File: config.mk
export PLATFORM = sky130hd
export DESIGN_NAME = sync_f2s_simple
export DESIGN_NICKNAME = d
export VERILOG_FILES = /design/src/rtl/sync_pkg.sv /design/src/rtl/sync_hold_slot.sv /design/src/rtl/sync_f2s_simple.sv
export SDC_FILE = /design/constraint.sdc
export NUM_CORES = 1
export LEC_CHECK = 0
export CAP_MARGIN = 25
export CORE_ASPECT_RATIO = 1.4
export CORE_UTILIZATION = 25
export CTS_BUF_LIST = sky130_fd_sc_hd__clkbuf_4 sky130_fd_sc_hd__clkbuf_8 sky130_fd_sc_hd__clkbuf_16
export DETAILED_ROUTE_END_ITERATION = 6
export PLACE_DENSITY_LB_ADDON = 0.12
export SYNTH_ARGS = -nofsm -noshare
export SYNTH_HDL_FRONTEND = slang
export SYNTH_SLANG_ARGS = --single-unit
File: constraint.sdc
create_clock -name fast_clk -period 1.75 [get_ports fast_clk]
set_clock_uncertainty 0.05 [all_clocks]
set_input_delay 0.35 -clock fast_clk [delete_from_list [all_inputs] [get_ports fast_clk]]
set_output_delay 0.35 -clock fast_clk [all_outputs]
set_load 0.01 [all_outputs]
File: src/rtl/sync_pkg.sv
// Shared encodings and helpers for the fast-to-slow launcher.
// State codes for the transfer FSM plus a constant clog2.
package sync_pkg;

  typedef logic [1:0] state_t;

  localparam state_t S_IDLE  = 2'd0;
  localparam state_t S_SETUP = 2'd1;
  localparam state_t S_HIGH  = 2'd2;
  localparam state_t S_LOW   = 2'd3;

  function automatic int clog2(input int v);
    int r;
    r = 0;
    while ((1 << r) < v) r++;
    return r;
  endfunction

endpackage

File: src/rtl/sync_hold_slot.sv
// One-entry pending register: data plus valid flag.
// Ports: i_clk, i_rst (sync, high), i_load, i_take, i_data -> o_full, o_data.
module sync_hold_slot #(
  parameter int DATA_WIDTH = 32
) (
  input  logic                  i_clk,
  input  logic                  i_rst,
  input  logic                  i_load,
  input  logic                  i_take,
  input  logic [DATA_WIDTH-1:0] i_data,
  output logic                  o_full,
  output logic [DATA_WIDTH-1:0] o_data
);

  logic                  r_full;
  logic [DATA_WIDTH-1:0] r_data;

  // Load wins over take: a drain and refill in one cycle stays full.
  always_ff @(posedge i_clk) begin
    if (i_rst) begin
      r_full <= 1'b0;
      r_data <= '0;
    end else if (i_load) begin
      r_full <= 1'b1;
      r_data <= i_data;
    end else if (i_take) begin
      r_full <= 1'b0;
    end
  end

  assign o_full = r_full;
  assign o_data = r_data;

endmodule

File: src/rtl/sync_f2s_simple.sv
// Fast-side launcher: holds slow_data and stretches slow_data_set for a slow consumer.
// Ports: fast_clk, fast_rst, fast_data, fast_data_set -> fast_busy, fast_drop, slow_data, slow_data_set.
module sync_f2s_simple
  import sync_pkg::*;
#(
  parameter int DATA_WIDTH       = 32,
  parameter int CLK_RATIO        = 4,
  parameter int HOLD_SLOW_CYCLES = 2
) (
  input  logic                  fast_clk,
  input  logic                  fast_rst,
  input  logic [DATA_WIDTH-1:0] fast_data,
  input  logic                  fast_data_set,
  output logic                  fast_busy,
  output logic                  fast_drop,
  output logic [DATA_WIDTH-1:0] slow_data,
  output logic                  slow_data_set
);

  localparam int H  = CLK_RATIO * HOLD_SLOW_CYCLES;
  localparam int CW = clog2(H + 1);
  localparam logic [CW-1:0] C_SETUP = CW'(CLK_RATIO - 1);
  localparam logic [CW-1:0] C_HOLD  = CW'(H - 1);

  generate
    if (CLK_RATIO < 4 || HOLD_SLOW_CYCLES < 2) begin : g_bad_param
      $error("sync_f2s_simple: CLK_RATIO >= 4 and HOLD_SLOW_CYCLES >= 2 required");
    end
  endgenerate

  state_t                r_state;
  state_t                w_nxt;
  logic [CW-1:0]         r_cnt;
  logic [CW-1:0]         w_cnt_ld;
  logic [DATA_WIDTH-1:0] r_data;
  logic                  r_set;
  logic                  r_busy;
  logic                  r_drop;

  logic                  w_cnt_zero;
  logic                  w_last_low;
  logic                  w_launch_req;
  logic                  w_launch_slot;
  logic                  w_launch;
  logic                  w_load;
  logic                  w_take;
  logic                  w_drop;
  logic                  w_full;
  logic                  w_full_nxt;
  logic [DATA_WIDTH-1:0] w_slot_data;
  logic [DATA_WIDTH-1:0] w_ld_data;

  sync_hold_slot #(
    .DATA_WIDTH(DATA_WIDTH)
  ) u_slot (
    .i_clk (fast_clk),
    .i_rst (fast_rst),
    .i_load(w_load),
    .i_take(w_take),
    .i_data(fast_data),
    .o_full(w_full),
    .o_data(w_slot_data)
  );

  assign w_cnt_zero = (r_cnt == '0);
  assign w_last_low = (r_state == S_LOW) && w_cnt_zero;

  // Request routing. On the last LOW cycle an empty slot lets a new
  // request launch directly so it never strands in the slot at IDLE.
  always_comb begin
    w_launch_req  = 1'b0;
    w_launch_slot = 1'b0;
    w_load        = 1'b0;
    w_drop        = 1'b0;
    unique case (1'b1)
      (r_state == S_IDLE): begin
        w_launch_req = fast_data_set;
      end
      w_last_low: begin
        w_launch_slot = w_full;
        w_launch_req  = fast_data_set & ~w_full;
        w_load        = fast_data_set & w_full;
      end
      default: begin
        w_load = fast_data_set & ~w_full;
        w_drop = fast_data_set & w_full;
      end
    endcase
  end

  assign w_take     = w_launch_slot;
  assign w_launch   = w_launch_req | w_launch_slot;
  assign w_ld_data  = w_launch_slot ? w_slot_data : fast_data;
  assign w_full_nxt = w_load | (w_full & ~w_take);

  always_comb begin
    w_nxt = r_state;
    unique case (r_state)
      S_IDLE:  if (w_launch_req) w_nxt = S_SETUP;
      S_SETUP: if (w_cnt_zero) w_nxt = S_HIGH;
      S_HIGH:  if (w_cnt_zero) w_nxt = S_LOW;
      S_LOW: begin
        if (w_cnt_zero) w_nxt = w_launch ? S_SETUP : S_IDLE;
      end
      default: w_nxt = S_IDLE;
    endcase
  end

  always_comb begin
    w_cnt_ld = '0;
    unique case (w_nxt)
      S_SETUP: w_cnt_ld = C_SETUP;
      S_HIGH:  w_cnt_ld = C_HOLD;
      S_LOW:   w_cnt_ld = C_HOLD;
      default: w_cnt_ld = '0;
    endcase
  end

  always_ff @(posedge fast_clk) begin
    if (fast_rst) r_state <= S_IDLE;
    else          r_state <= w_nxt;
  end

  // Counter reloads on every state change, including LOW -> SETUP.
  always_ff @(posedge fast_clk) begin
    if (fast_rst) begin
      r_cnt  <= '0;
      r_data <= '0;
      r_set  <= 1'b0;
      r_busy <= 1'b0;
      r_drop <= 1'b0;
    end else begin
      if (w_nxt != r_state) r_cnt <= w_cnt_ld;
      else if (!w_cnt_zero) r_cnt <= r_cnt - 1'b1;
      if (w_launch) r_data <= w_ld_data;
      r_set  <= (w_nxt == S_HIGH);
      r_busy <= (w_nxt != S_IDLE) | w_full_nxt;
      r_drop <= w_drop;
    end
  end

  assign slow_data     = r_data;
  assign slow_data_set = r_set;
  assign fast_busy     = r_busy;
  assign fast_drop     = r_drop;

endmodule

==> results.md, run 1 <==
- Status: complete, but fails checks
- Violated checks: negative setup slack
- Die Wd: 104 um
- Comb pwr share: a little under half
- Total wire length: between 10,000 and 15,000 um
- Compound-Gate Fraction of Synth Area: between 10% and 20%
- Router iterations before antenna repair: 4
- Fraction of synthesized area in multiplexers: under 10%
- Pins Over Slew Limit: 0
- CP max-delay cell: dfxtp_2
- Vias in the first global route: 2,969
- Synthesized area per cell: 9.41 um2
- Synthesized flop and latch total: 74
- Area growth, synth to finish: 54.8%
- ANT cells: 0
- CTS tree: built
- Initial Util: 25.8%
- H-tree level count: 3
- Via density per instance: 4.52
- FF+latch area: 1480 um2
- Post-synth EDFFs: 0
- Post-route DRC: 0
- Top FF cell, synth: dfxtp_1
- Num Clock Sinks: 74
- CP max FO: 8
- Worst R2R Path Depth: 8
- RR Startpoint: r_cnt[0]
- Top cell type's share of synthesized area: between 40% and 50%
- Synth area leaders: dfxtp_1, a311oi_2, nand2b_1
- Pin count of the biggest net entering global routing: 62
- Clock power frac: 24.1%
- Max incr delay on CP: 0.32 ns
- Sw frac: 32.4%
- Hold Fails Final Rpt: 0
- Unrepaired setup endpoints after global routing: yes
- Largest family of logic cells by synthesized area: simple AND/OR/NAND/NOR gates
- Routed wire length per instance: about 15 um
- Synth unique cells: 39
- Count leader, synth: dfxtp_1
- Crit. End Element: register
- Total power: 0.00779 W
- Vias: 3,055
- Pint: 0.00526 W
- Worst-path cell chain: inv_2 > ha_4 > buf_6 > and4bb_4 > and3_4 > clkbuf_16 > nand2_1 > a311oi_2
- Grt ovf: 0
- Synth Instances: 385
- Post-Syn Area: between 3000 and 4000 um2
- Area of the multi-input gates: 2140 um2
- Simple-gate area share of the yosys netlist: 26.0%
- Pwr Density: approximately 1400 nW/um2
- GRT Total Usage: around 14%
- Fmax: 545 MHz
- Worst Hold Path EP: slow_data[9]
- Final setup viols: 39
- Root buffer cell: clkbuf_16
- Psw: 0.00253 W
- Max IR drop VDD: 0.431 mV
- Worst path arrival time: 2.04 ns
- CTS clock-pin slew for the worst setup and hold paths: 0.06 ns
- Cell Rows: 51
- Nets: 524
- Seq/Total Area, Yosys: about 41%
- Core Box Area: around 14,000 um2
- Maxcap violations: 0
- Setup TNS: -1.53 ns
- Sequential power share: 30.3%
- Post-Place Cells: 641
- Post-DP HPWL: 6010 um
- # fillers: 1,411
- DRT iter0 DRCs: 90
- Crit path time final: 1.83 ns
- Lkg Pwr: 2.10 nW
- Clock Path Buffers: 2
- Worst Hold Class: in2reg
- Tcrit/Tclk final: 105%
- Syn. warnings: 0
- Die ar.: 15,000 um2
- First-pass GRT wire length: around 16,000 um
- Startpoint types: register
- Chip Height: about 140 um
- R2R setup slack: -0.08 ns
- Final GP Congestion: 0.760
- Layout cells sized above 1: ~31%
- Routed Antenna Nets: 0
- WS Path Type: reg2reg
- Final worst setup slack: -0.0838 ns
- CTS buffer count: 9
- Worst-margin pin slew: 0.342 ns
- Reg-to-Reg End: slow_data[17]
- Initial antenna violation count: 0
- Post-layout util: between 30% and 40%
- Syn nets: 422
- Async SR Flop Fraction: 0%
- Max-Slew Margin vs Limit: 77.1%
- Xor and xnor area share after synthesis: 0.484%
- Worst Hold Depth: 2
- Top cells by count, synth: dfxtp_1, nand2_1, nand2b_1
- Hold Path Origin: fast_rst
- Adder-cell area share of the yosys netlist: 0.691%
- Req. time, crit path: roughly 2 ns
- Clock Latency Late Sink: 0.33 ns
- IO Pins: 70
- Min Hold Slack: approximately 0.34 ns
- I/O Buffers: 69
- Largest area contributor in the netlist: dfxtp_1
- Finished Layout Cells: 676
[worst max-delay path by stage]
stage | from | cells past startpoint | end | slack [ns]
6_report | r_cnt[0] | 8 | slow_data[17] | -0.08
3_5_place_dp | fast_data_set | 7 | slow_data[14] | -0.28
3_3_place_gp | fast_data_set | 7 | slow_data[15] | -0.25
4_1_cts | r_cnt[0] | 10 | u_slot.o_data[26] | -0.11
2_1_floorplan | r_cnt[0] | 7 | u_slot.o_data[0] | 0.01
5_1_grt | r_cnt[0] | 8 | slow_data[2] | -0.16
[metal layers]
metal  global-route usage [%]  share of wire, %  vias up
li1                         -                 -     1518
met1                     17.4                46     1480
met2                     23.7                51       46
met3                     2.93               1.8       11
met4                     5.41               1.7        0
met5                        0                 0        -
[per-stage QoR]
step	setup slack, ns	instance area [um2]
2_1_floorplan	0.0101	3620
3_3_place_gp	-0.247	4660
3_5_place_dp	-0.284	4660
4_1_cts	-0.114	5320
5_1_grt	-0.161	5610
6_report	-0.0838	5610
[worst max-delay path: cells and delay by family, from the launching register on]
family,cells,cell delay [ns]
compound gates,1,0.24
buf+inv,3,0.37
simple gates,3,0.63
flops,1,0.32
fa+ha+maj,1,0.15
[placed cells by master (no fill, tap or decap), types with 2 or more instances in the layout]
cell type,count
clkdlybuf4s50_1,68
dfxtp_1,72
o21ai_1,2
nand2b_1,64
inv_2,2
nand2_4,4
xnor2_1,2
buf_12,11
clkbuf_16,12
nor2_2,2
nand2_2,16
a311oi_1,3
a21oi_2,2
a311oi_2,30
mux2i_1,32
nor2_1,29
buf_6,12
buf_4,24
dfxtp_2,2
a21oi_1,6
or3_1,2
buf_16,5
nand2_1,48
nor2_4,7
[final cells by class]
class | count | area share (%)
clock buffer | 11 | 4.40
clock inverter | 4 | 0.915
inverter | 3 | 0.201
multi-input combinational | 275 | 38.1
sequential | 74 | 26.5
tap | 185 | 4.13
timing repair buffer | 124 | 25.8
[timing repair]
item	in CTS	in global routing
pin swaps	3	40
endpoints found under the setup margin	70	70
setup buffers	9	2
hold buffers	0	0
gates resized for setup	25	68
cloned	7	3
[sequential cells by signal, indices dropped and copies added, names as in the netlist]
name           flops
fast_busy          1
fast_drop          1
r_cnt              4
r_state            2
slow_data         32
slow_data_set      1
u_slot.o_data     32
u_slot.o_full      1
[logic make-up (layout without fill, tap and decap cells)]
logic type,after synthesis,in the layout
AO/OA/AOI/OAI,52,52
XOR/XNOR,2,2
adder cells (fa/ha/maj),2,2
buffers and inverters,36,142
flip-flops,74,74
multiplexers,32,32
AND/OR/NAND/NOR,187,187
[power by group through the flow]
stage / clock network, W / logic (W) / registers, W
after floorplan: 0 / 0.00152 / 0.00240
after global placement: 0 / 0.00263 / 0.00234
after detailed placement: 0 / 0.00265 / 0.00235
after CTS: 0.00195 / 0.00331 / 0.00233
after global routing: 0.00203 / 0.00380 / 0.00241
final: 0.00188 / 0.00355 / 0.00236
Power figures use the tool's default switching activity.
==> run 2: changes to the inputs <==
--- a/config.mk
+++ b/config.mk
@@ -9,6 +9,7 @@
 export CORE_ASPECT_RATIO = 1.4
 export CORE_UTILIZATION = 25
 export CTS_BUF_LIST = sky130_fd_sc_hd__clkbuf_4 sky130_fd_sc_hd__clkbuf_8 sky130_fd_sc_hd__clkbuf_16
+export CTS_CLUSTER_DIAMETER = 50
 export DETAILED_ROUTE_END_ITERATION = 6
 export PLACE_DENSITY_LB_ADDON = 0.12
 export SYNTH_ARGS = -nofsm -noshare
==> results of run 2 <==
The final DEF is identical to that of run 1; final timing and power are the same.
==> run 3: changes to the inputs <==
--- a/config.mk
+++ b/config.mk
@@ -11,6 +11,7 @@
 export CTS_BUF_LIST = sky130_fd_sc_hd__clkbuf_4 sky130_fd_sc_hd__clkbuf_8 sky130_fd_sc_hd__clkbuf_16
 export CTS_CLUSTER_DIAMETER = 50
 export DETAILED_ROUTE_END_ITERATION = 6
+export GPL_TIMING_DRIVEN = 0
 export PLACE_DENSITY_LB_ADDON = 0.12
 export SYNTH_ARGS = -nofsm -noshare
 export SYNTH_HDL_FRONTEND = slang
==> run 3 against run 2 <==
  * The run still ends with negative setup slack left
  * Final cell count is 1.2% lower
  * Register-to-register slack gained 0.05 ns
  * Core utilization shrank 2.0 points
  * First-iteration DRC count up 5.6%
  * Count of clock-buffer cells in the layout increased by 2
  * Clock power is 2% higher
  * Routed wire length is 1.0% lower
  * Global-route usage increased by 0.072 points
  * Via count decreased by 2.1%
  * Sequential power about the same
  * Cell area is 5.1% lower
  * Critical path type unchanged
  * Largest power group unchanged
==> results.md, run 3 (same netlist as run 1, synthesis figures left out) <==
- Status: complete, but fails checks
- Violated checks: negative setup slack
- Pint: roughly 0.0048 W
- Clock Latency Late Sink: 0.33 ns
- Sw frac: 31.9%
- GRT Total Usage: 14.0%
- Most common cell after layout, fill and taps aside: dfxtp_1
- Routed wire length per instance: 15.4 um
- RR Startpoint: r_cnt[0]
- First-pass GRT wire length: between 15,000 and 20,000 um
- Layout cells sized above 1: 25.1%
- Comb pwr share: 39.3%
- Worst-margin pin slew: 0.445 ns
- Most frequent cells in the layout: dfxtp_1, clkdlybuf4s50_1, nand2b_1, nand2_1, nor2_1
- Post-route DRC: 0
- Hold Fails Final Rpt: 0
- Max-Slew Margin vs Limit: 70.3%
- Post-Place Cells: 639
- Crit. Startpoint: r_cnt[0]
- IO Pins: 70
- Final GP Congestion: 0.771
- Die ar.: 15,000 um2
- CTS buffer count: 9
- Via density per instance: approximately 4.5
- Vias in the first global route: 2,988
- Hold Path Origin: fast_rst
- Setup TNS: -0.289 ns
- Worst-path cell chain: inv_2 > ha_4 > and4bb_4 > and3_4 > buf_12 > buf_8 > nand2_1 > a311oi_2
- Max incr delay on CP: 0.33 ns
- WS Path Type: reg2reg
- Area growth, synth to finish: 46.9%
- GRT met2 Usage: 24.9%
- Buffers & Inverters on Critical Path: 3
- Fmax: 562 MHz
- Worst Hold Class: in2reg
- Clock Path Buffers: 2
- Unrepaired setup endpoints after global routing: yes
- Pin count of the biggest net entering global routing: 12
- Global-route track usage on met1: 16.6%
- Startpoint types: register
- Routed Antenna Nets: 0
- Final worst setup slack: -0.0300 ns
- Lkg Pwr: 1.98 nW
- Max IR drop VDD: 0.469 mV
- H-tree level count: 3
- Initial Util: 25.8%
- Grt met3 use: 2.66%
- Router iterations before antenna repair: 4
- Worst path arrival time: a little under 2 ns
- Top delay family on crit path: simple AND/OR/NAND/NOR gates
- Pwr Density: 1320 nW/um2
- Cell Rows: 51
- CP max FO: 7
- Crit path time final: 1.78 ns
- Crit. End Element: register
- Die Wd: a little over 100 um
- Clock power frac: 27.3%
- I/O Buffers: between 60 and 70
- Initial antenna violation count: 0
- Maxcap violations: 0
- CTS tree: built
- CP max-delay cell: dfxtp_2
- Vias: 2,992
- DRT iter0 DRCs: 95
- Final setup viols: 23
- Post-DP HPWL: 7010 um
- Total wire length: 10,300 um
- Root buffer cell: clkbuf_16
- Finished Layout Cells: 668
- Tcrit/Tclk final: 102%
- Num Clock Sinks: 74
- Pins Over Slew Limit: 0
- Nets: 516
- Cts-stage hold buffer count: 0
- ANT cells: 0
- Grt peak-use layer: met2
- Core Box Area: 14,000 um2
- Chip Height: roughly 140 um
- CTS clock-pin slew for the worst setup and hold paths: 0.06 ns
- Sequential power share: around 33%
- Grt ovf: 0
- Psw: 0.00224 W
- Req. time, crit path: 1.95 ns
==> run 3: stage by stage <==
stage	area, um2	util [%]	total power (W)	worst slack [ns]	hold WS, ns
finish	5320	37.9	0.00703	-0.0300	0.400
CTS	5110	36.4	0.00699	-0.0324	0.424
floorplan	3620	-	0.00391	0.0101	0.376
global placement	4540	32.4	0.00476	-0.942	0.410
global route	5320	37.9	0.00745	-0.0856	0.410
detailed placement	4540	32.4	0.00479	-0.972	0.414
==> run 3: final cells by class <==
type                       instances  area (um2)
buffer                            33         333
clock buffer                      13         274
clock inverter                     2        35.0
fill                            1438        8720
inverter                           3        15.0
multi-input combinational        275        2040
sequential                        74        1490
tap                              185         231
timing repair buffer              83         903
==> run 3: routing by layer <==
metal  routed length (um)  share of wire, %
met2                 5360                52
met1                 4590                45
met4                   68              0.66
met3                  268               2.6
met5                    0                 0
==> run 3: worst register-to-register path: stages, from the launching register on <==
cell,delay [ns]
dfxtp_2,0.33
inv_2,0.08
ha_4,0.16
and4bb_4,0.28
and3_4,0.21
buf_12,0.14
buf_8,0.13
nand2_1,0.08
a311oi_2,0.24
==> run 3: path summary, 6_finish.rpt <==
check | end | slack, ns | cells after the start
worst max-delay path | slow_data[20] | -0.03 | 8
worst min-delay path | r_state[0] | 0.40 | 2
worst min register to register | u_slot.o_data[1] | 0.42 | 2
worst max register to register | slow_data[20] | -0.03 | 8
==> run 3: what timing repair did <==
item                                    in CTS  in global routing
pin swaps                                    5                 37
gates resized for setup                     41                 37
hold endpoints to repair                     0                  0
setup buffers                               10                  1
endpoints found under the setup margin      69                 67
cloned                                       0                  3
==> run 3: power groups by stage <==
| stage | sequential (W) | clock (W) | combinational (W) |
|---|---|---|---|
| 2_1_floorplan | 0.00240 | 0 | 0.00152 |
| 3_3_place_gp | 0.00235 | 0 | 0.00242 |
| 3_5_place_dp | 0.00235 | 0 | 0.00244 |
| 4_1_cts | 0.00233 | 0.00197 | 0.00269 |
| 5_1_grt | 0.00239 | 0.00207 | 0.00300 |
| 6_report | 0.00235 | 0.00192 | 0.00276 |
